**config.mk**
```make
export PLATFORM = sky130hd
export DESIGN_NAME = sdram_rotate_port
export DESIGN_NICKNAME = d
export VERILOG_FILES = /design/src/rtl/sdram_rotate_port.sv
export SDC_FILE = /design/constraint.sdc
export NUM_CORES = 1
export LEC_CHECK = 0
export ABC_AREA = 1
export CAP_MARGIN = 20
export CORE_MARGIN = 4
export CORE_UTILIZATION = 44
export CTS_CLUSTER_DIAMETER = 200
export DETAILED_ROUTE_END_ITERATION = 10
export PLACE_DENSITY = 0.77
export SLEW_MARGIN = 20
export SYNTH_ARGS = -nofsm -noshare
export SYNTH_HDL_FRONTEND = slang
export SYNTH_SLANG_ARGS = --single-unit
```
**constraint.sdc**
```tcl
create_clock -name clk_sys -period 1.63 [get_ports clk_sys]
set_input_delay 0.2445 -clock clk_sys [delete_from_list [all_inputs] [get_ports clk_sys]]
set_output_delay 0.2445 -clock clk_sys [all_outputs]
set_load 0.05 [all_outputs]
```
**src/rtl/sdram_rotate_port.sv**
```systemverilog
// Cornerturn port between a video writer and a video reader sharing one SDRAM command channel.
// Writes go out column-major ({frame, col, row}); reads come back row-major in RD_BURST-word bursts.
module sdram_rotate_port #(
  parameter int HCNT_WIDTH = 10,
  parameter int WR_BURST   = 16,
  parameter int RD_BURST   = 8
) (
  input  logic                    clk_sys,
  input  logic                    reset,
  input  logic                    vidin_req,
  input  logic                    vidin_frame,
  input  logic [HCNT_WIDTH-1:0]   vidin_row,
  input  logic [HCNT_WIDTH-1:0]   vidin_col,
  input  logic [15:0]             vidin_d,
  output logic                    vidin_ack,
  input  logic                    vidout_req,
  input  logic                    vidout_frame,
  input  logic [HCNT_WIDTH-1:0]   vidout_row,
  input  logic [HCNT_WIDTH-1:0]   vidout_col,
  output logic [15:0]             vidout_d,
  output logic                    vidout_ack,
  output logic                    mem_req,
  output logic                    mem_we,
  output logic [2*HCNT_WIDTH:0]   mem_addr,
  output logic [15:0]             mem_wdata,
  input  logic                    mem_ack,
  input  logic [15:0]             mem_rdata,
  input  logic                    mem_rvalid
);

  localparam int WCW = $clog2(WR_BURST + 1);
  localparam int RCW = $clog2(RD_BURST + 1);

  typedef enum logic [2:0] {IDLE, WR_SETTLE, WR_CMD, WR_GAP, RD_CMD, RD_DATA} state_t;

  state_t                  state, state_n;
  logic                    phase, phase_n;
  logic [WCW-1:0]          wr_cnt, wr_cnt_n;
  logic [RCW-1:0]          rd_cnt, rd_cnt_n;
  logic [HCNT_WIDTH-1:0]   row_lat, row_lat_n;
  logic                    drop, drop_n;
  logic                    vidin_ack_n, vidout_ack_n, mem_req_n, mem_we_n;
  logic [2*HCNT_WIDTH:0]   mem_addr_n;
  logic [15:0]             mem_wdata_n, vidout_d_n;

  always_ff @(posedge clk_sys) begin
    if (reset) begin
      state      <= IDLE;
      phase      <= 1'b0;
      wr_cnt     <= '0;
      rd_cnt     <= '0;
      row_lat    <= '0;
      drop       <= 1'b0;
      vidin_ack  <= 1'b0;
      vidout_ack <= 1'b0;
      mem_req    <= 1'b0;
      mem_we     <= 1'b0;
      mem_addr   <= '0;
      mem_wdata  <= '0;
      vidout_d   <= '0;
    end else begin
      state      <= state_n;
      phase      <= phase_n;
      wr_cnt     <= wr_cnt_n;
      rd_cnt     <= rd_cnt_n;
      row_lat    <= row_lat_n;
      drop       <= drop_n;
      vidin_ack  <= vidin_ack_n;
      vidout_ack <= vidout_ack_n;
      mem_req    <= mem_req_n;
      mem_we     <= mem_we_n;
      mem_addr   <= mem_addr_n;
      mem_wdata  <= mem_wdata_n;
      vidout_d   <= vidout_d_n;
    end
  end

  // phase times the two-cycle settle and gap windows; drop makes read-ack suppression sticky
  always_comb begin
    state_n      = state;
    phase_n      = phase;
    wr_cnt_n     = wr_cnt;
    rd_cnt_n     = rd_cnt;
    row_lat_n    = row_lat;
    drop_n       = drop;
    vidin_ack_n  = 1'b0;
    vidout_ack_n = 1'b0;
    mem_req_n    = mem_req;
    mem_we_n     = mem_we;
    mem_addr_n   = mem_addr;
    mem_wdata_n  = mem_wdata;
    vidout_d_n   = vidout_d;
    case (state)
      IDLE: begin
        if (vidin_req) begin
          state_n  = WR_SETTLE;
          phase_n  = 1'b0;
          wr_cnt_n = '0;
        end else if (vidout_req) begin
          state_n    = RD_CMD;
          row_lat_n  = vidout_row;
          mem_addr_n = {vidout_frame, vidout_row, vidout_col};
          mem_req_n  = 1'b1;
          mem_we_n   = 1'b0;
        end
      end
      WR_SETTLE: begin
        if (!vidin_req) begin
          state_n = IDLE;
        end else if (!phase) begin
          phase_n = 1'b1;
        end else begin
          mem_addr_n  = {vidin_frame, vidin_col, vidin_row};
          mem_wdata_n = vidin_d;
          mem_req_n   = 1'b1;
          mem_we_n    = 1'b1;
          state_n     = WR_CMD;
        end
      end
      WR_CMD: begin
        if (mem_ack) begin
          mem_req_n   = 1'b0;
          vidin_ack_n = 1'b1;
          phase_n     = 1'b0;
          if (wr_cnt == WCW'(WR_BURST - 1)) begin
            state_n = WR_GAP;
          end else begin
            wr_cnt_n = wr_cnt + 1'b1;
            state_n  = WR_SETTLE;
          end
        end
      end
      WR_GAP: begin
        if (phase) state_n = IDLE;
        else       phase_n = 1'b1;
      end
      RD_CMD: begin
        if (mem_ack) begin
          mem_req_n = 1'b0;
          rd_cnt_n  = '0;
          drop_n    = 1'b0;
          state_n   = RD_DATA;
        end
      end
      RD_DATA: begin
        if (vidout_row != row_lat || !vidout_req) drop_n = 1'b1;
        // the burst is always drained to its full length so the memory side stays in step
        if (mem_rvalid) begin
          vidout_d_n   = mem_rdata;
          vidout_ack_n = !drop_n;
          rd_cnt_n     = rd_cnt + 1'b1;
          if (rd_cnt == RCW'(RD_BURST - 1)) state_n = IDLE;
        end
      end
      default: state_n = IDLE;
    endcase
  end

endmodule

```
=== Word level (Yosys, flattened, before mapping) ===
Index checks and enable logic that the tools add are counted.

* Memories kept: 0
* Logic and storage cells: 102
* RAM bits: 0
* ROM bits: 0
* Latch bits: 0
* Flip-flop bits (word level): 81

* Multiplexer cells: 39
* Divide/modulo/power cells: 0
* Equal/unequal tests: 22
* Reductions and logical operators: 22
* Multiply operators: 0
* Magnitude comparators: 0
* Add/sub/neg operators: 2
* Shifts and indexed selects: 0
* Bitwise operators: 4

{| class="wikitable"
|+ Operators by type and width
! kind !! count
|-
| $mux W21 || 4
|-
| $pmux W21 S2 || 1
|-
| $mux W3 || 9
|-
| $ne A2 B2 Y1 const B || 11
|-
| $pmux W3 S6 || 1
|-
| $mux W5 || 3
|-
| $mux W1 || 12
|-
| $ne A10 B10 Y1 || 1
|-
| $pmux W5 S2 || 1
|-
| $reduce_and A3 Y1 || 3
|-
| $mux W4 || 2
|-
| $pmux W4 S2 || 1
|-
| $reduce_and A4 Y1 || 2
|-
| $reduce_and A7 Y1 || 1
|-
| $eq A3 B2 Y1 const B || 2
|-
| $eq A3 B3 Y1 const B || 2
|-
| $ne A3 B3 Y1 const B || 2
|-
| $reduce_and A6 Y1 || 1
|-
| $reduce_bool A2 Y1 || 3
|-
| $add A5 B1 Y5 const B || 1
|-
| $eq A5 B4 Y1 const B || 1
|-
| $reduce_and A5 Y1 || 1
|-
| $add A4 B1 Y4 const B || 1
|-
| $eq A4 B3 Y1 const B || 1
|-
| other kinds (15) || 22
|}

=== Logic depth before layout (Yosys ltp) ===
Gate-level depths: netlist of run 1.

* Depth after elaboration: 5
* Mapped depth: 10

=== Worst setup path before layout of run 1 ===
Ideal clock, no wire load.

* Path kind: register to register
* Start point: register wr_cnt[0]
* End point: register wr_cnt[4]
* Arrival: 1.311 ns
* Setup slack: 0.203 ns
* Clock period less this slack: 1.427 ns
* Library setup time: 0.116 ns
* Stages on the path, launching flop included: 11
* Path through: dfxtp_1 -> ha_1 -> nand2_1 -> nor2_1 -> ha_1 -> o21ai_0 -> nand2_1 -> inv_2 -> nand2_1 -> o21ai_0 -> nor2_1

* Word-level cells in the longest chain between the ends: 4
* Elaborated cells between the ends (all ways): 7

{| class="wikitable"
|+ Ends and longest elaborated chain
! what !! RTL line !! source
|-
| from (decl) || 38 || <nowiki>logic [WCW-1:0] wr_cnt, wr_cnt_n;</nowiki>
|-
| from (signal assigned) || 64 || <nowiki>wr_cnt <= wr_cnt_n;</nowiki>
|-
| $add A5 B1 Y5 || 128 || <nowiki>wr_cnt_n = wr_cnt + 1'b1;</nowiki>
|-
| $mux W5 || 125 || <nowiki>if (wr_cnt == WCW'(WR_BURST - 1)) begin</nowiki>
|-
| $mux W5 || 121 || <nowiki>if (mem_ack) begin</nowiki>
|-
| $pmux W5 S2 || 93 || <nowiki>case (state)</nowiki>
|}

Several ways; a longest one is shown, not always the timed one. The select of a mux whose other input is x is not followed.
A chain may end at the register's enable or synchronous reset.

=== Worst setup path in the final report of run 1 ===
* Start point: register wr_cnt[1]
* End point: register wr_cnt[1]

The elaborated chain is that of the path after synthesis.

==> results.sh, run 1 <==
export IMPL_routed_wirelength_um=10100
export IMPL_cts_tree="done"
export IMPL_number_of_placement_rows=32
export IMPL_design_area_mm2=0.00533
export IMPL_dpl_cell_area_mm2=0.00503
export IMPL_post_place_cells=750
export IMPL_worstPathArrival_ps=1770
export IMPL_route_vias_total=3768
export IMPL_criticalPathCategory="flip-flop to flip-flop"
export IMPL_timing_max_transition_violations_final=0
export IMPL_power_density_mw_per_mm2=1610
export IMPL_final_min_clock_period_ps=1510
export IMPL_synth_flop_cell="dfxtp_1"
export IMPL_status="finished clean"
export IMPL_synth_most_common_cell="nand2_1"
export IMPL_clock_fmax_mhz=663
export IMPL_clk_transition_reported_paths_ps=80
export IMPL_nets_finish=744
export IMPL_mean_post_synth_cell_area_um2=7.05
export IMPL_top_cells_by_instance_count_after_synthesis="nand2_1, dfxtp_1, a21oi_1"
export IMPL_synth_top_cells_by_area="dfxtp_1, nand2_1, a21oi_1"
export IMPL_max_slew_margin_pct=76.5
export IMPL_finalSetupViolCount=0
export IMPL_vdd_ir_drop_worst_mv=0.632
export IMPL_finalSetupTns_ps=0
export IMPL_detail_route_wl_per_cell_um=13.2
export IMPL_grt_ovfl_total=0
export IMPL_floorplan_die_area_mm2=0.00979
export IMPL_synth_seq_cells=81
export IMPL_num_io_pins=137
export IMPL_post_synth_top_area_fraction_pct=44.6
export IMPL_clk_root_buffer_cell="clkbuf_8"
export IMPL_finalCritPeriodShare_pct=92.6
export IMPL_initial_core_util_pct=46.1
export IMPL_core_area_mm2=0.00789
export IMPL_synth_async_sr_flop_share_pct=0
export IMPL_cts_inserted_buffers=9
export IMPL_num_fill_cells=684
export IMPL_die_span_in_x_um=98.9
export IMPL_timing_clock_skew_ps=11.3
export IMPL_antenna_found_initial=0
export IMPL_final_antenna_net_count=0
export IMPL_worstMarginPinSlew_ps=348
export IMPL_clk_latency_ps=350
export IMPL_grt_start_max_net_pins=34
export IMPL_viasPerCell=4.91
export IMPL_place_gp_congestion=0.912
export IMPL_critPathLaunchType="flip-flop"
export IMPL_hold_ws_ps=449
export IMPL_drc=0
export IMPL_grt_pass1_vias=3648
export IMPL_multiInputGateArea_mm2=0.00170
export IMPL_rsz_0062_raised_after_global_routing="yes"
export IMPL_post_synth_num_cell_types=29
export IMPL_seq_area_frac_synth_pct=44.6
export IMPL_synth_fp_nets=599
export IMPL_min_delay_path_class="flip-flop to flip-flop"
export IMPL_cts_path_max_buffers=2
export IMPL_grt_first_pass_wirelength_um=16400
export IMPL_cts_sinks=81
export IMPL_edff_count_synth=0
export IMPL_synthToLayoutAreaGrowth_pct=46.4
export IMPL_final_instance_count_excl_fill=767
export IMPL_globalRouteTotalUtil_pct=20.0
export IMPL_cts_htree_levels=3
export IMPL_cellLeakagePower_uw=0.00229
export IMPL_critical_path_max_fanout=3
export IMPL_port_buffer_count=136
export IMPL_cp_end_kind="flip-flop"
export IMPL_synth_cells=516
export IMPL_regArea_mm2=0.00163
export IMPL_hold_viol_final=0
export IMPL_netlist_area_mm2=0.00364
export IMPL_detailedRoute_firstIterationViolations=114
export IMPL_detail_route_first_pass_iterations=4
export IMPL_cp_required_ps=1890
export IMPL_fin_util_pct=67.5
export IMPL_drv_cap=0
export IMPL_yosys_warnings=0
export IMPL_post_synth_top_area_cell="dfxtp_1"
export IMPL_antennaDiodeCount=0
export IMPL_detailed_place_hpwl_um=7500
export IMPL_die_height_um=98.9
export IMPL_drive_gt1_share_pct=17.6
[registers in the layout, summed over array words and instances (netlist names)]
register / flops
drop: 1
mem_addr: 21
mem_req: 1
mem_wdata: 16
mem_we: 1
phase: 1
rd_cnt: 4
row_lat: 10
state: 3
vidin_ack: 1
vidout_ack: 1
vidout_d: 16
wr_cnt: 5
[layer usage]
layer  vias up  track usage, %  routed length, um
met1      1682            23.4               4310
met3        10            7.78                977
li1       1941               -                  -
met4         0            5.67                101
met2       135            33.8               4710
met5         -               0                  0
[repair_timing]
item | 4_1_cts | 5_1_grt
gates resized for setup | 2 | 11
setup buffers | 2 | 0
setup endpoints to repair | 19 | 28
pin swaps | 1 | 3
hold buffers | 0 | 0
[cell families (layout without fill, tap and decap cells)]
group	count (synthesis)	in the layout	share of synthesized area, %
fa+ha+maj	3	3	1.03
flops	81	81	44.6
buf+inv	73	222	9.01
compound gates	117	117	16.4
xor+xnor	5	5	1.20
simple gates	237	237	27.8
[critical path, cell delays in order, from the launching register on]
cell     delay, ps
dfxtp_1        360
ha_1           180
nand2_1         70
nor2_1         130
ha_2           220
o21ai_2         70
nand2_2         90
buf_4          110
nor2_1          30
nor3_1         150
[layout make-up]
type | count | area share (%)
clock buffers | 10 | 2.40
clock inverters | 5 | 2.42
inverters | 46 | 3.50
multi-input cells | 362 | 31.9
flip-flops and latches | 81 | 30.5
well taps | 102 | 2.40
repair buffers | 161 | 26.9
[cells in the final DEF (no fill, tap or decap), drive strengths merged]
master,instances
nand2,155
buf,82
inv,44
nor3,7
bufinv,4
o22ai,2
clkbuf,10
ha,3
nor3b,2
or2,1
and3,1
a21oi,73
clkinv,3
nand3,31
nand4,1
dfxtp,81
xor2,5
o21ai,42
nor2,39
clkdlybuf4s50,79
[worst paths after layout]
| path | from | slack, ps | cells after the start | to |
|---|---|---|---|---|
| hold / removal | mem_wdata[9] | 450 | 2 | mem_wdata[9] |
| setup / recovery | wr_cnt[1] | 120 | 9 | wr_cnt[1] |
| hold reg to reg | mem_wdata[9] | 450 | 2 | mem_wdata[9] |
| setup reg to reg | wr_cnt[1] | 120 | 9 | wr_cnt[1] |
[per-stage QoR]
stage / setup slack [ps] / total power, uW
3_3_place_gp: -7.44 / 6520
6_report: 121 / 8580
5_1_grt: -2.59 / 9150
3_5_place_dp: -80.7 / 6580
2_1_floorplan: 203 / 5470
4_1_cts: 32.8 / 8560
[report_power, final]
part / internal (uW) / switching [uW]
Clock: 1170 / 726
Sequential: 2380 / 284
Combinational: 1430 / 2600
Total: 4970 / 3610
No activity file was read; power rests on OpenSTA's default activity.
==> run 2, diff against run 1 <==
--- a/config.mk
+++ b/config.mk
@@ -7,11 +7,12 @@
 export LEC_CHECK = 0
 export ABC_AREA = 1
 export CAP_MARGIN = 20
-export CORE_MARGIN = 4
+export CORE_MARGIN = 1
 export CORE_UTILIZATION = 44
 export CTS_CLUSTER_DIAMETER = 200
 export DETAILED_ROUTE_END_ITERATION = 10
 export PLACE_DENSITY = 0.77
+export SETUP_SLACK_MARGIN = 0.05
 export SLEW_MARGIN = 20
 export SYNTH_ARGS = -nofsm -noshare
 export SYNTH_HDL_FRONTEND = slang
==> results.sh, run 2 (synthesis results as in run 1) <==
export IMPL_grt_ovfl_total=0
export IMPL_highest_signal_layer="met4"
export IMPL_die_height_um=92.9
export IMPL_critPathLaunchType="flip-flop"
export IMPL_power_density_mw_per_mm2=1540
export IMPL_clock_fmax_mhz=672
export IMPL_num_fill_cells=677
export IMPL_initial_core_util_pct=46.3
export IMPL_detailed_place_hpwl_um=7160
export IMPL_core_area_mm2=0.00785
export IMPL_finalCritPeriodShare_pct=91.3
export IMPL_biggestRegsByFlops="mem_addr: 21 flops, mem_wdata: 16 flops, vidout_d: 16 flops"
export IMPL_globalRouteTotalUtil_pct=22.6
export IMPL_final_antenna_net_count=0
export IMPL_critical_path_max_fanout=4
export IMPL_crit_path_start="wr_cnt[0]"
export IMPL_grt_first_pass_wirelength_um=15700
export IMPL_criticalPathCategory="flip-flop to flip-flop"
export IMPL_grt_start_max_net_pins=44
export IMPL_timing_clock_skew_ps=11.5
export IMPL_num_io_pins=137
export IMPL_largest_register="mem_addr"
export IMPL_detailedRoute_firstIterationViolations=95
export IMPL_routed_wl_met3_um=782
export IMPL_cts_sinks=81
export IMPL_route_vias_total=3758
export IMPL_grt_pass1_vias=3526
export IMPL_cp_end_kind="flip-flop"
export IMPL_floorplan_die_area_mm2=0.00863
export IMPL_cp_required_ps=1860
export IMPL_status="finished clean"
export IMPL_place_gp_congestion=0.853
export IMPL_hold_path_startpoint="mem_rdata[0]"
export IMPL_drc=0
export IMPL_cts_tree="done"
export IMPL_final_cell_mix="nand2_1, clkdlybuf4s50_1, dfxtp_1"
export IMPL_antennaDiodeCount=0
export IMPL_final_min_clock_period_ps=1490
export IMPL_total_power_uw=8150
export IMPL_drive_gt1_share_pct=17.6
export IMPL_die_span_in_x_um=92.9
export IMPL_clk_root_buffer_cell="clkbuf_8"
export IMPL_hold_viol_final=0
export IMPL_antenna_found_initial=0
export IMPL_nets_finish=741
export IMPL_layout_cells_most_common="nand2_1"
export IMPL_max_slew_margin_pct=81.9
export IMPL_largest_register_ff_count=21
export IMPL_multiInputGateArea_mm2=0.00170
export IMPL_wl_met1_um=4110
export IMPL_port_buffer_count=136
export IMPL_cts_path_max_buffers=2
export IMPL_cts_htree_levels=3
export IMPL_min_delay_path_class="primary input to flip-flop"
export IMPL_critical_path_reg2reg_startpoint="wr_cnt[0]"
export IMPL_detail_route_first_pass_iterations=4
export IMPL_finalSetupTns_ps=0
export IMPL_cts_hold_buf=0
export IMPL_viasPerCell=4.91
export IMPL_worstPathArrival_ps=1720
export IMPL_timing_max_transition_violations_final=0
export IMPL_cellLeakagePower_uw=0.00226
export IMPL_number_of_placement_rows=32
export IMPL_cts_inserted_buffers=9
export IMPL_clk_transition_reported_paths_ps=90
export IMPL_regArea_mm2=0.00163
export IMPL_rsz_0062_raised_after_global_routing="no"
export IMPL_finalSetupViolCount=0
export IMPL_detail_route_wl_per_cell_um=12.6
export IMPL_drv_cap=0
export IMPL_clk_latency_ps=340
export IMPL_worstMarginPinSlew_ps=270
export IMPL_vdd_ir_drop_worst_mv=0.728
export IMPL_synthToLayoutAreaGrowth_pct=45.3
export IMPL_met2_length_um=4660
export IMPL_routed_wirelength_um=9650
## run 2: what timing repair did
| item | CTS | global route |
|---|---|---|
| resized for setup | 2 | 15 |
| setup endpoints to repair | 36 | 46 |
| buffers inserted | 1 | 0 |
| pin swaps | 1 | 3 |
## run 2: report_power, final
part	switching, uW	internal, uW
clock	725	714
combinational	2570	1450
sequential	305	2390
total	3600	4550
## run 2: area by class of cell
class | count | share of cell area [%]
Tap cell | 102 | 2.41
Inverter | 46 | 3.41
Sequential cell | 81 | 30.9
Timing Repair Buffer | 158 | 27.4
Clock inverter | 6 | 1.30
Clock buffer | 10 | 2.41
Multi-Input combinational cell | 362 | 32.2
## run 2: worst paths after layout
kind	end	slack (ps)	cells past startpoint
max	wr_cnt[1]	140	9
min	vidout_d[0]	440	3
max reg2reg	wr_cnt[1]	140	9
min reg2reg	mem_wdata[12]	450	2
## run 2: critical path, cell delays in order, from the launching register on
cell	delay (ps)
dfxtp_2	340
ha_1	210
nand2_1	110
nor2_2	40
ha_2	180
o21ai_2	110
nand2_1	100
buf_4	160
nor2_1	80
nor3_1	50
## run 2: layer usage
metal  global-route usage (%)  vias to the layer above
li1                         -                     1947
met1                     26.8                     1679
met2                     38.8                      122
met3                     6.57                       10
met4                     7.56                        0
met5                        0                        -
## run 2: stage by stage
step / cell area [um^2] / util (%) / hold WS (ps) / worst slack, ps / std cells
floorplan: 3640 / - / 379 / 203 / 516
global placement: 5050 / 64.4 / 432 / -30.3 / 748
detailed placement: 5050 / 64.4 / 439 / -61.6 / 748
CTS: 5260 / 67.0 / 434 / 65.4 / 765
global route: 5290 / 67.3 / 450 / 33.7 / 765
finish: 5290 / 67.3 / 443 / 142 / 765
==> run 3, diff against run 2 <==
--- a/config.mk
+++ b/config.mk
@@ -7,11 +7,11 @@
 export LEC_CHECK = 0
 export ABC_AREA = 1
 export CAP_MARGIN = 20
-export CORE_MARGIN = 1
-export CORE_UTILIZATION = 44
+export CORE_UTILIZATION = 60
 export CTS_CLUSTER_DIAMETER = 200
 export DETAILED_ROUTE_END_ITERATION = 10
-export PLACE_DENSITY = 0.77
+export DONT_BUFFER_PORTS = 1
+export PLACE_DENSITY = 0.73
 export SETUP_SLACK_MARGIN = 0.05
 export SLEW_MARGIN = 20
 export SYNTH_ARGS = -nofsm -noshare
==> results.sh, run 3 (synthesis results as in run 1) <==
export IMPL_power_density_mw_per_mm2=1890
export IMPL_cts_inserted_buffers=9
export IMPL_detail_route_first_pass_iterations=5
export IMPL_detailed_place_hpwl_um=5600
export IMPL_die_height_um=79.9
export IMPL_antenna_found_initial=0
export IMPL_finalSetupTns_ps=0
export IMPL_worstMarginPinSlew_ps=540
export IMPL_cts_tree="done"
export IMPL_hold_ws_ps=32.5
export IMPL_grt_pass1_vias=2987
export IMPL_cts_htree_levels=3
export IMPL_nets_finish=599
export IMPL_cts_path_max_buffers=2
export IMPL_drive_gt1_share_pct=9.98
export IMPL_synthToLayoutAreaGrowth_pct=7.74
export IMPL_critical_path_max_fanout=23
export IMPL_critPathLaunchType="flip-flop"
export IMPL_cp_required_ps=1880
export IMPL_criticalPathCategory="flip-flop to flip-flop"
export IMPL_number_of_placement_rows=27
export IMPL_num_fill_cells=492
export IMPL_cellLeakagePower_uw=0.00159
export IMPL_max_slew_margin_pct=63.9
export IMPL_die_span_in_x_um=79.9
export IMPL_p_seq_share_pct=48.8
export IMPL_dpl_cell_area_mm2=0.00366
export IMPL_switching_power_uw=3430
export IMPL_detail_route_wl_per_cell_um=13.6
export IMPL_status="finished clean"
export IMPL_floorplan_die_area_mm2=0.00638
export IMPL_vdd_ir_drop_worst_mv=0.940
export IMPL_viasPerCell=5.44
export IMPL_final_cell_mix="nand2_1, dfxtp_1, a21oi_1"
export IMPL_grt_ovfl_total=0
export IMPL_hold_viol_final=0
export IMPL_drc=0
export IMPL_part_of_the_power_in_the_clock_network_pct=19.2
export IMPL_layout_cells_most_common="nand2_1"
export IMPL_power_share_switching_pct=46.5
export IMPL_clk_root_buffer_cell="clkbuf_8"
export IMPL_rsz_0062_raised_after_global_routing="yes"
export IMPL_clk_transition_reported_paths_ps=80
export IMPL_num_io_pins=137
export IMPL_antennaDiodeCount=0
export IMPL_design_area_mm2=0.00392
export IMPL_timing_max_transition_violations_final=0
export IMPL_grt_start_max_net_pins=44
export IMPL_final_antenna_net_count=0
export IMPL_cts_sinks=81
export IMPL_detailedRoute_firstIterationViolations=171
export IMPL_finalSetupViolCount=0
export IMPL_share_comb_of_total_power_pct=32.0
export IMPL_final_min_clock_period_ps=1460
export IMPL_timing_clock_skew_ps=7.36
export IMPL_drv_cap=0
export IMPL_place_gp_congestion=0.807
export IMPL_largest_register_ff_count=21
export IMPL_route_vias_total=3223
export IMPL_biggestRegsByFlops="mem_addr: 21 flops, mem_wdata: 16 flops, vidout_d: 16 flops"
export IMPL_clock_fmax_mhz=684
export IMPL_globalRouteTotalUtil_pct=26.7
export IMPL_min_delay_path_class="primary input to flip-flop"
export IMPL_routed_wirelength_um=8070
export IMPL_grt_first_pass_wirelength_um=13300
export IMPL_initial_core_util_pct=64.1
export IMPL_clk_latency_ps=350
export IMPL_internal_power_component_uw=3960
export IMPL_worstPathArrival_ps=1720
export IMPL_largest_register="mem_addr"
export IMPL_finalCritPeriodShare_pct=89.7
export IMPL_core_area_mm2=0.00568
export IMPL_cp_end_kind="flip-flop"
export IMPL_port_buffer_count=0
run 3: metal layers:
layer | vias up | global-route usage (%) | routed length [um]
met5 | - | 0 | 0
met4 | 0 | 9.64 | 116
met3 | 12 | 9.49 | 803
met2 | 144 | 43.5 | 3620
met1 | 1412 | 32.3 | 3530
li1 | 1655 | - | -
run 3: worst paths after layout:
path	startpoint	endpoint	slack [ps]	cells after the start
setup reg to reg	state[2]	mem_addr[17]	170	7
setup / recovery	state[2]	mem_addr[17]	170	7
hold reg to reg	wr_cnt[3]	wr_cnt[3]	510	2
hold / removal	vidout_row[8]	row_lat[8]	30	2
run 3: area by class of cell:
class                           count  area [um^2]  share of cell area [%]
Multi-Input combinational cell    362         1700                    43.3
Sequential cell                    81         1630                    41.6
Inverter                           46          181                    4.63
Timing Repair Buffer               16          133                    3.38
Clock buffer                       11          131                    3.35
Tap cell                           72         90.1                    2.30
Clock inverter                      5         56.3                    1.44
run 3: power groups by stage:
stage	sequential [uW]	combinational (uW)	clock [uW]
floorplan	3500	1970	0
global placement	3640	2190	0
detailed placement	3650	2220	0
CTS	3600	2330	1450
global route	3660	2690	1530
finish	3610	2370	1420
run 3: metrics by stage:
step                      setup WS, ps  util, %  power (uW)  cells
after floorplan                    203        -        5470    516
after global placement           -9.99     64.6        5820    573
after detailed placement         -60.9     64.6        5870    573
after CTS                         69.0     68.5        7380    592
after global routing              48.6     69.0        7880    593
final                              168     69.0        7390    593
run 3: what timing repair did:
action                                  CTS  global route
hold endpoints to repair                 43             0
gates resized for setup                   2            14
hold buffers                              1             0
pin swaps                                 1             3
buffers inserted                          2             1
endpoints found under the setup margin   36            45
run 3: critical path, stage by stage (launching register included):
cell and delay (ps):
dfxtp_4 390, nor2_8 130, nand2_1 100, a21oi_2 160
nor2_4 70, nand2_4 220, nand2_1 80, a21oi_1 210
